==> config.mk <==
export PLATFORM = sky130hd
export DESIGN_NAME = imem_loader
export DESIGN_NICKNAME = d
export VERILOG_FILES = /design/src/rtl/imem_loader.sv
export SDC_FILE = /design/constraint.sdc
export NUM_CORES = 1
export LEC_CHECK = 0
export BUFFER_PORTS_ARGS = -buffer_cell sky130_fd_sc_hd__buf_2
export CAP_MARGIN = 30
export CORE_ASPECT_RATIO = 2
export CORE_MARGIN = 2
export CORE_UTILIZATION = 47
export DETAILED_ROUTE_END_ITERATION = 6
export PLACE_DENSITY = 0.78
export SYNTH_ARGS = -nofsm -noshare
export SYNTH_HDL_FRONTEND = slang
export SYNTH_SLANG_ARGS = --single-unit
==> constraint.sdc <==
create_clock -name clk -period 2.5 [get_ports clk]
set_clock_uncertainty 0.15 [all_clocks]
set_input_delay 0.75 -clock clk [delete_from_list [all_inputs] [get_ports clk]]
set_output_delay 0.75 -clock clk [all_outputs]
set_load 0.01 [all_outputs]
==> src/rtl/imem_loader.sv <==
// imem_loader: packs RV32I instruction fields into 32-bit words and writes
// them to instruction memory at consecutive word addresses during program load.
module imem_loader #(
    parameter int          ADDR_W    = 6,
    parameter logic [31:0] BASE_ADDR = 32'h0
) (
    input  logic              clk,
    input  logic              reset,
    input  logic              start,
    input  logic              finish,
    input  logic              in_valid,
    output logic              in_ready,
    input  logic [2:0]        in_cls,
    input  logic [4:0]        in_rd,
    input  logic [4:0]        in_rs1,
    input  logic [4:0]        in_rs2,
    input  logic [2:0]        in_funct3,
    input  logic              in_funct7b5,
    input  logic [31:0]       in_imm,
    output logic              mem_we,
    output logic [31:0]       mem_addr,
    output logic [31:0]       mem_wdata,
    output logic [ADDR_W:0]   count,
    output logic              full,
    output logic              err,
    output logic [1:0]        err_code
);

    typedef enum logic [2:0] {IDLE, LOAD, WRITE, FULL, ERR} state_t;

    localparam logic [6:0] OP_LW  = 7'b0000011;
    localparam logic [6:0] OP_SW  = 7'b0100011;
    localparam logic [6:0] OP_R   = 7'b0110011;
    localparam logic [6:0] OP_BR  = 7'b1100011;
    localparam logic [6:0] OP_IA  = 7'b0010011;
    localparam logic [6:0] OP_JAL = 7'b1101111;

    // last word index; the write of this word fills the memory
    localparam logic [ADDR_W:0] LAST = (ADDR_W+1)'((1 << ADDR_W) - 1);

    state_t             state;
    logic [31:0]        enc;
    logic [1:0]         chk;
    logic signed [31:0] simm;

    assign simm = in_imm;

    // encode the presented bundle and classify it (chk==0 means legal);
    // class is decided first, then range, then alignment
    always_comb begin
        enc = 32'h0;
        chk = 2'd0;
        case (in_cls)
            3'd0: begin
                enc = {in_imm[11:0], in_rs1, 3'b010, in_rd, OP_LW};
                if (simm < -2048 || simm > 2047) chk = 2'd2;
            end
            3'd1: begin
                enc = {in_imm[11:5], in_rs2, in_rs1, 3'b010, in_imm[4:0], OP_SW};
                if (simm < -2048 || simm > 2047) chk = 2'd2;
            end
            3'd2: begin
                enc = {1'b0, in_funct7b5, 5'b0, in_rs2, in_rs1, in_funct3, in_rd, OP_R};
            end
            3'd3: begin
                enc = {in_imm[12], in_imm[10:5], in_rs2, in_rs1, in_funct3,
                       in_imm[4:1], in_imm[11], OP_BR};
                if (simm < -4096 || simm > 4094) chk = 2'd2;
                else if (in_imm[0])               chk = 2'd3;
            end
            3'd4: begin
                enc = {in_imm[11:0], in_rs1, in_funct3, in_rd, OP_IA};
                if (simm < -2048 || simm > 2047) chk = 2'd2;
            end
            3'd5: begin
                enc = {in_imm[20], in_imm[10:1], in_imm[11], in_imm[19:12], in_rd, OP_JAL};
                if (simm < -1048576 || simm > 1048574) chk = 2'd2;
                else if (in_imm[0])                     chk = 2'd3;
            end
            default: chk = 2'd1;
        endcase
    end

    // load FSM with registered outputs; start overrides everything but reset
    always_ff @(posedge clk or posedge reset) begin
        if (reset) begin
            state     <= IDLE;
            in_ready  <= 1'b0;
            mem_we    <= 1'b0;
            mem_addr  <= 32'h0;
            mem_wdata <= 32'h0;
            count     <= '0;
            full      <= 1'b0;
            err       <= 1'b0;
            err_code  <= 2'd0;
        end else if (start) begin
            state    <= LOAD;
            in_ready <= 1'b1;
            mem_we   <= 1'b0;
            count    <= '0;
            full     <= 1'b0;
            err      <= 1'b0;
            err_code <= 2'd0;
        end else begin
            case (state)
                IDLE: begin
                    in_ready <= 1'b0;
                    mem_we   <= 1'b0;
                end
                LOAD: begin
                    if (in_valid && in_ready) begin
                        in_ready <= 1'b0;
                        if (chk != 2'd0) begin
                            state    <= ERR;
                            err      <= 1'b1;
                            err_code <= chk;
                        end else begin
                            state     <= WRITE;
                            mem_we    <= 1'b1;
                            mem_addr  <= BASE_ADDR + (32'(count) << 2);
                            mem_wdata <= enc;
                        end
                    end else if (finish) begin
                        state    <= IDLE;
                        in_ready <= 1'b0;
                    end
                end
                WRITE: begin
                    mem_we <= 1'b0;
                    count  <= count + (ADDR_W+1)'(1);
                    if (count == LAST) begin
                        state    <= FULL;
                        full     <= 1'b1;
                        in_ready <= 1'b0;
                    end else begin
                        state    <= LOAD;
                        in_ready <= 1'b1;
                    end
                end
                FULL, ERR: begin
                    in_ready <= 1'b0;
                    mem_we   <= 1'b0;
                end
                default: begin
                    state    <= IDLE;
                    in_ready <= 1'b0;
                    mem_we   <= 1'b0;
                end
            endcase
        end
    end

endmodule

==> summary by stage, run 1 <==
Floorplan
The effective utilization at floorplan is 0.488. The number of ports placed on the die boundary is between 100 and 150. Measured along the x axis, the die boundary spans between 60 and 70 um. The area of the die is 6980 um^2.

The region available for standard cell placement spans 6060 um^2. Row generation in the floorplan step produced 40 rows. The die outline height is between 100 and 150 um.

Critical path
The largest fanout on the critical path is 5. For the worst setup path, the data required time is about 2500 ps. The critical path arrival is roughly 2600 ps. The category of the worst setup path launch point is an input port. STA classifies the critical path endpoint as a flop. The kind of critical path is input port to flop.

CTS
The hold-fix buffer count after cts is 0. For the worst-skew pair, the clock arrives at the later sink with an insertion delay of just under 300 ps. The root buffer cell is sky130_fd_sc_hd__clkbuf_16. Clock tree synthesis found a total of 53 sinks. The CTS tree is done. The clock slew seen by the registers of the worst setup and hold paths is roughly 70 ps. The total number of H-tree levels is 2. The clock passes through at most 2 buffers.

The clock buffer count from CTS is 5.

Logic synthesis
Counting distinct cell types in the post-synthesis netlist gives 47. The number of warnings issued by yosys is 0. The share of synthesized area in the top cell type comes to 0.449. The flip-flop and latch count after synthesis is 53.

Counting every instance in the synthesized netlist gives around 290. The synthesized design spends more area on one cell type than any other, namely sky130_fd_sc_hd__dfrtp_1. In this run the cell area of the synthesized design comes to a little under 3000 um^2. Sorting the synthesized cells by area gives the leading types as sky130_fd_sc_hd__dfrtp_1 45%, sky130_fd_sc_hd__mux2_1 11%, sky130_fd_sc_hd__buf_4 7.4%. Dividing the synthesized area by the synthesized cell count gives ~10 um^2. For this run, the register share of the synthesized area comes to 0.449.

Placed design
Counting tap cells, the placed design contains a total of roughly 520 instances. Port buffering added between 100 and 150 buffers. The weighted congestion at the end of routability-driven global placement is 0.967. The wire-length estimate of the detail-placed layout is about 6500 um.

Pwr
The internal portion of the total power is between 1.5 and 2 mW. For this design the ratio of total power to cell area is approximately 570 nW/um^2. The power share of the sequential group is 0.436. In this run the power spent charging and discharging nets is 759 uW. The switching share of power is 0.299. The leakage power summed over all cells is between 2 and 2.5 nW. The combinational group share of total power is 0.302. The share of total power dissipated in the clock network is 0.262. VDD sags by at most approximately 0.37 mV.

Layout
After the flow finishes, the layout carries non-filler instances totaling about 550. The number of filler cells placed in the layout is approximately 420. The antenna diode count is 0.

In the final design database the tool counted 520 nets. Relative to the synthesized area, the layout overhead comes to 50.8%. The multi-input combinational cells in the finished layout cover a total of 1640 um^2. The flip-flop and latch area is 1330 um^2. Of the cells placed in the final design, the portion with a size suffix greater than 1 is 0.508.

Timing
Based on the critical path, the design can be clocked at up to ~400 MHz. The number of pins with negative max-slew slack in the final report is 0. The setup violation total in the final timing report is 33. The hold violation count in the final report is 0. The final worst-path cycle share is 1.03. Setup slack on the critical path of the routed design comes to -67.2 ps. Setup repair after global routing could not meet its margin everywhere. The routed design could run at a clock period as short as 2570 ps.

For the final routed database, the setup TNS stands at -1570 ps.

Global routing
The via count of the first global-routing pass is approximately 2800. For this run the aggregate overflow at the end of global routing stands at 0. The total global-route track usage is 0.257. The pin count of the biggest net entering global routing is 54. The global-route wire length before repair is roughly 13000 um. The number of antenna violations at the first check in global routing is 0.

Routing
The pre-antenna-repair detailed-routing pass consisted of 5 iterations. The iteration-0 DRC count of the detailed router is 185. The total via count in the routed design is a little under 3000. Summed over all layers, the routed wires come to 8920 um. The detailed-route vias per instance is roughly 5.3. The number of remaining DRC errors is 0. The detail-routed net length per standard cell is roughly 16 um. The count of nets left with antenna violations once routing finished came out at 0.

Run status
The checks that failed: negative setup slack. The flow ran to the end, but the final reports show violations.

Run
Across the run, the number of max-cap violations was 0.

Min path
The min-delay analysis places its worst path in the category input port to asynchronous set/reset pin.
[Yosys cell counts (all sizes together)]
master	count
dfrtp	53
buf	34
mux2	28
nor2	24
nand2	18
inv	17
a22o	15
mux2i	11
nand4	10
nor3	7
nor2b	6
o21ai	6
nor4	5
a21oi	4
and3	4
nand3	4
xor2	4
and2	3
clkbuf	3
o22ai	3
a21o	2
a22oi	2
a31oi	2
o21a	2
o2bb2ai	2
o31ai	2
o41ai	2
or2	2
xnor2	2
a31o	1
and4	1
conb	1
ha	1
nand2b	1
nor3b	1
o211ai	1
o22a	1
o32ai	1
o41a	1
or3	1
[cell usage in the layout, fill, tap and decap left out, types with 3 or more instances in the layout]
master / instances
sky130_fd_sc_hd__nor2_1: 23
sky130_fd_sc_hd__buf_4: 58
sky130_fd_sc_hd__nor2b_1: 5
sky130_fd_sc_hd__buf_8: 4
sky130_fd_sc_hd__nand4_1: 10
sky130_fd_sc_hd__mux2_4: 28
sky130_fd_sc_hd__buf_2: 106
sky130_fd_sc_hd__a22o_1: 15
sky130_fd_sc_hd__nor3_4: 3
sky130_fd_sc_hd__o22ai_1: 3
sky130_fd_sc_hd__conb_1: 25
sky130_fd_sc_hd__nand2_1: 18
sky130_fd_sc_hd__dfrtp_1: 53
sky130_fd_sc_hd__clkbuf_16: 6
sky130_fd_sc_hd__nor4_4: 5
sky130_fd_sc_hd__inv_1: 15
sky130_fd_sc_hd__and3_1: 4
sky130_fd_sc_hd__mux2i_1: 11
sky130_fd_sc_hd__and2_1: 3
sky130_fd_sc_hd__o21ai_0: 4
sky130_fd_sc_hd__buf_6: 6
sky130_fd_sc_hd__a21oi_1: 3
sky130_fd_sc_hd__xor2_1: 4
[power by group through the flow]
stage / sequential, mW / combinational (mW) / clock, mW
floorplan: 1.18 / 0.320 / 0
global placement: 1.11 / 0.689 / 0
detailed placement: 1.12 / 0.708 / 0
CTS: 1.10 / 0.718 / 0.680
global route: 1.12 / 0.832 / 0.716
finish: 1.11 / 0.767 / 0.666
[final cells by class]
cell class | count | area share
Multi-Input combinational cell | 205 | 0.367
Sequential cell | 53 | 0.298
Timing Repair Buffer | 178 | 0.266
Clock buffer | 6 | 0.0289
Tap cell | 84 | 0.0236
Inverter | 17 | 0.0143
Clock inverter | 2 | 0.00225
[sequential cells by signal, summed over array words and instances (netlist names)]
signal     flops
state          3
count          7
mem_we         1
mem_wdata     30
err_code       2
err            1
mem_addr       7
in_ready       1
full           1
[through the flow]
stage               hold WS, ps  power [mW]  worst slack (ps)  instance area [um^2]  utilization
floorplan                   325        1.50              -102                  3210            -
global placement            315        1.80              -385                  4020        0.664
detailed placement          323        1.82              -507                  4020        0.664
CTS                         337        2.50             -61.0                  4260        0.704
global route                348        2.67              -140                  4460        0.736
finish                      337        2.54             -67.2                  4460        0.736
[worst max-delay path, cell delays in order]
cell and delay, ps:
sky130_fd_sc_hd__buf_2 120, sky130_fd_sc_hd__nor4_4 280, sky130_fd_sc_hd__nand3_2 170, sky130_fd_sc_hd__o32ai_4 270, sky130_fd_sc_hd__nor2_2 90, sky130_fd_sc_hd__nor4_4 270
sky130_fd_sc_hd__buf_6 190, sky130_fd_sc_hd__clkbuf_16 160, sky130_fd_sc_hd__mux2_4 290
[cells by family after synthesis]
family	synth area share
AOI/OAI and AO/OA	0.119
xor gates and xnor gates	0.0178
adders and majority gates	0.00423
buffers and inverters	0.113
DFF	0.449
muxes	0.144
other	0.00127
and+or+nand+nor	0.152
[path summary, 6_finish.rpt]
kind,start,to,slack (ps),cells after the start
max,in_imm[25],mem_wdata[10]$_DFFE_PP0P_,-70,9
min,reset,mem_wdata[23]$_DFFE_PP0P_,340,3
max reg2reg,state[2]$_DFFE_PP0P_,mem_wdata[10]$_DFFE_PP0P_,170,8
min reg2reg,mem_wdata[1]$_DFFE_PP0P_,mem_wdata[1]$_DFFE_PP0P_,340,1
max in group asynchronous,reset,full$_DFFE_PP0P_,1610,3
min in group clk,mem_wdata[1]$_DFFE_PP0P_,mem_wdata[1]$_DFFE_PP0P_,340,1
[routing by layer]
metal	part of all wire	up-vias	global-route usage	wire, um
met1	0.35	1394	0.267	3090
met4	0.044	0	0.130	396
met2	0.56	145	0.478	5030
met3	0.046	35	0.0343	408
li1	-	1313	-	-
met5	0	-	0	0
[what timing repair did]
item / CTS / global route
setup buffers: 5 / 6
setup endpoints to repair: 35 / 40
resized for setup: 8 / 30
gates cloned: 2 / 1
pin swaps: 1 / 12
(Power assumes the default switching activity.)
==> run 2: changes to the inputs <==
Settings changed: CORE_UTILIZATION 47 to 49, CTS_BUF_LIST set to sky130_fd_sc_hd__clkbuf_4, PLACE_DENSITY 0.78 to 0.81.
==> summary by stage, run 2 (synthesis gave the netlist of run 1 again) <==
Layout
Of the cells placed in the final design, the portion with a size suffix greater than 1 is 0.474. The largest registers in the layout are mem_wdata (30), count (7), mem_addr (7). The final layout contains just over 500 nets.

Relative to the synthesized area, the layout overhead comes to 42.1%. The antenna diode count is 0. The library cells used most frequently in the layout, excluding fill and tap cells, are 106 x sky130_fd_sc_hd__buf_2, 53 x sky130_fd_sc_hd__dfrtp_1, 46 x sky130_fd_sc_hd__buf_4.

The number of filler cells placed in the layout is ~440. The number of flip-flops under the largest register name is 30. More flip-flops sit in one register than any other, and that register is mem_wdata. The total non-filler cell area in the finished layout is between 4000 and 5000 um^2. The library cell used most frequently in the layout, excluding fill and tap cells, is sky130_fd_sc_hd__buf_2.

Pwr
The share of total power dissipated in sequential elements is 0.493. Of the total power, combinational logic draws 0.320. The switching component of the power is between 700 and 800 uW. Power spread over the standard cell area amounts to between 500 and 600 nW/um^2. Across the VDD grid, the largest voltage drop is between 0.3 and 0.4 mV. Of the total power, the share spent switching nets is 0.329. The portion of total power attributed to the clock network is 0.187. For this design the static power due to leakage is about 2.2 nW. Cell internal power was estimated by the tool at about 1.5 mW.

Global routing
The via count of the first global-routing pass was between 2000 and 3000. Entering global routing, the biggest net connects 30 pins. The number of antenna violations at the first check in global routing is 0. Global routing finished with a remaining overflow of 0. The first global-routing pass estimated around 12000 um of wire. The total global-route track usage is 0.228.

Routing
Once detail routing completed, the nets flagged for antenna violations numbered 0. The total via count in the routed design is ~2800. For this block, the initial DRC count from the detailed router was between 100 and 150. In the final routed layout, each cell accounts on average for roughly 16 um. The wire length reported by the detailed router is 8070 um. In the routed layout, each cell is associated on average with a via count of 5.41. The number of optimization iterations in the first detailed-route pass is 7.

In the routed design, unresolved DRC markers number 9.

Timing
The setup violation total in the final timing report is 37. The maximum clock frequency is 384 MHz. The post-route worst setup slack is -107 ps.

At the pin with the least slew margin, the transition time is around 560 ps. The setup TNS is -2140 ps. Dividing the final minimum period by the clock period gives 1.04. The worst slew margin relative to its limit is 0.626. The final critical path time including I/O delays and setup is ~2600 ps. The number of pins with negative max-slew slack in the final report was 0. Setup repair after global routing could not meet its margin everywhere. The hold violation count in the final report is 0.

Critical path
The number of cell instances on the worst register-to-register path is 8. The worst register-to-register path begins at state[1]$_DFFE_PP0P_. The highest-delay cell along the critical path is sky130_fd_sc_hd__o32ai_4.

The category of the worst setup path launch point is an input port. The minimum setup slack among reg-to-reg paths is roughly 150 ps. The worst setup path is captured at a flop. The required time of the critical path is approximately 2700 ps. The largest fanout on the critical path is 7. For this run, the slowest stage of the critical path takes about 380 ps. The endpoint of the lowest-slack register-to-register path is mem_wdata[3]$_DFFE_PP0P_.

The kind of critical path is input port to flop. Traced cell by cell, the critical path runs through buf_8, nor4_4, nand3_4, o32ai_4, nor2_4, nor4_4, buf_4, buf_4, mux2_1. Data on the critical path arrives at its endpoint at 2760 ps.

Floorplan
For this design the top-level I/O count stands at 136. The count of standard-cell rows is 40. The die covers 6710 um^2. The floorplan step set the die height to 114 um. The floorplan core area is ~5900 um^2. For this configuration, the core starts out at a cell density of 0.501. From left edge to right edge, the die measures 58.9 um.

CTS
The clock slew seen by the registers of the worst setup and hold paths is 170 ps. The number of clock buffers added by TritonCTS is 5. The tree is rooted in a sky130_fd_sc_hd__clkbuf_4. In this run the deepest clock path goes through 2 buffers. The clock latency on the worst-skew pair is between 300 and 400 ps. The H-tree generated during clock tree synthesis spans 2 levels. The CTS tree is done. The number of sinks on the clock net is 53.

Placed design
In this run the cell area measured after placement is between 3000 and 4000 um^2. Port buffering added between 100 and 150 buffers. At the end of routability-driven placement, the weighted congestion stood at 0.803.

After legalization and detailed placement, the total HPWL measured just under 6000 um.

Run status
The run finished, with violations left. The final reports fail on design-rule violations, negative setup slack.

Run
The max-cap violation count is 0.

Min path
The path category of the worst min-delay check is input port to asynchronous set/reset pin.
-- run 2: cell type report --
class	count	area, um^2	share of cell area
repair buffers	164	1050	0.251
inverters	17	63.8	0.0152
well taps	63	78.8	0.0188
multi-input cells	205	1610	0.384
flip-flops and latches	53	1330	0.316
clock buffers	5	37.5	0.00893
clock inverters	3	28.8	0.00685
-- run 2: power groups by stage --
stage                     Clock, mW  Combinational, mW  Sequential [mW]
after floorplan                   0              0.320             1.18
after global placement            0              0.668             1.11
after detailed placement          0              0.690             1.12
after CTS                     0.433              0.693             1.10
after global routing          0.463              0.775             1.12
final                         0.417              0.715             1.10
-- run 2: worst max-delay path by stage --
stage / startpoint / to / slack, ps / depth (start not counted)
finish: in_imm[20] / mem_wdata[3]$_DFFE_PP0P_ / -110 / 9
global route: in_imm[29] / mem_wdata[12]$_DFFE_PP0P_ / -130 / 10
CTS: in_imm[20] / mem_wdata[13]$_DFFE_PP0P_ / 0.5 / 9
detailed placement: in_imm[20] / mem_wdata[26]$_DFFE_PP0P_ / -540 / 9
global placement: in_imm[31] / mem_wdata[3]$_DFFE_PP0P_ / -340 / 8
floorplan: in_imm[26] / mem_addr[8]$_DFFE_PP0P_ / -100 / 7
-- run 2: per-stage QoR --
stage	utilization	worst slack, ps	hold slack (ps)	std cells	total power, mW
after floorplan	-	-102	325	312	1.50
after global placement	0.667	-342	313	494	1.78
after detailed placement	0.667	-536	322	494	1.81
after CTS	0.685	0.534	241	504	2.23
after global routing	0.711	-134	263	510	2.36
final	0.711	-107	233	510	2.23
-- run 2: critical path: cells and delay by family --
family          cells  cell delay, ps
simple gates        4             810
buf+inv             3             480
compound gates      1             380
mux                 1             330
-- run 2: routing by layer --
layer	GRT usage	up-vias	wire length (um)	part of all wire
met3	0.0374	25	559	0.069
met2	0.378	124	4180	0.52
met1	0.284	1320	3030	0.37
met4	0.102	0	300	0.037
met5	0	-	0	0
li1	-	1291	-	-
-- run 2: what timing repair did --
action / in CTS / in global routing
pin swaps: 2 / 3
hold endpoints to repair: 0 / 0
gates cloned: 0 / 1
buffers inserted: 2 / 5
setup endpoints to repair: 11 / 36
gates resized for setup: 4 / 23
hold buffers: 0 / 0
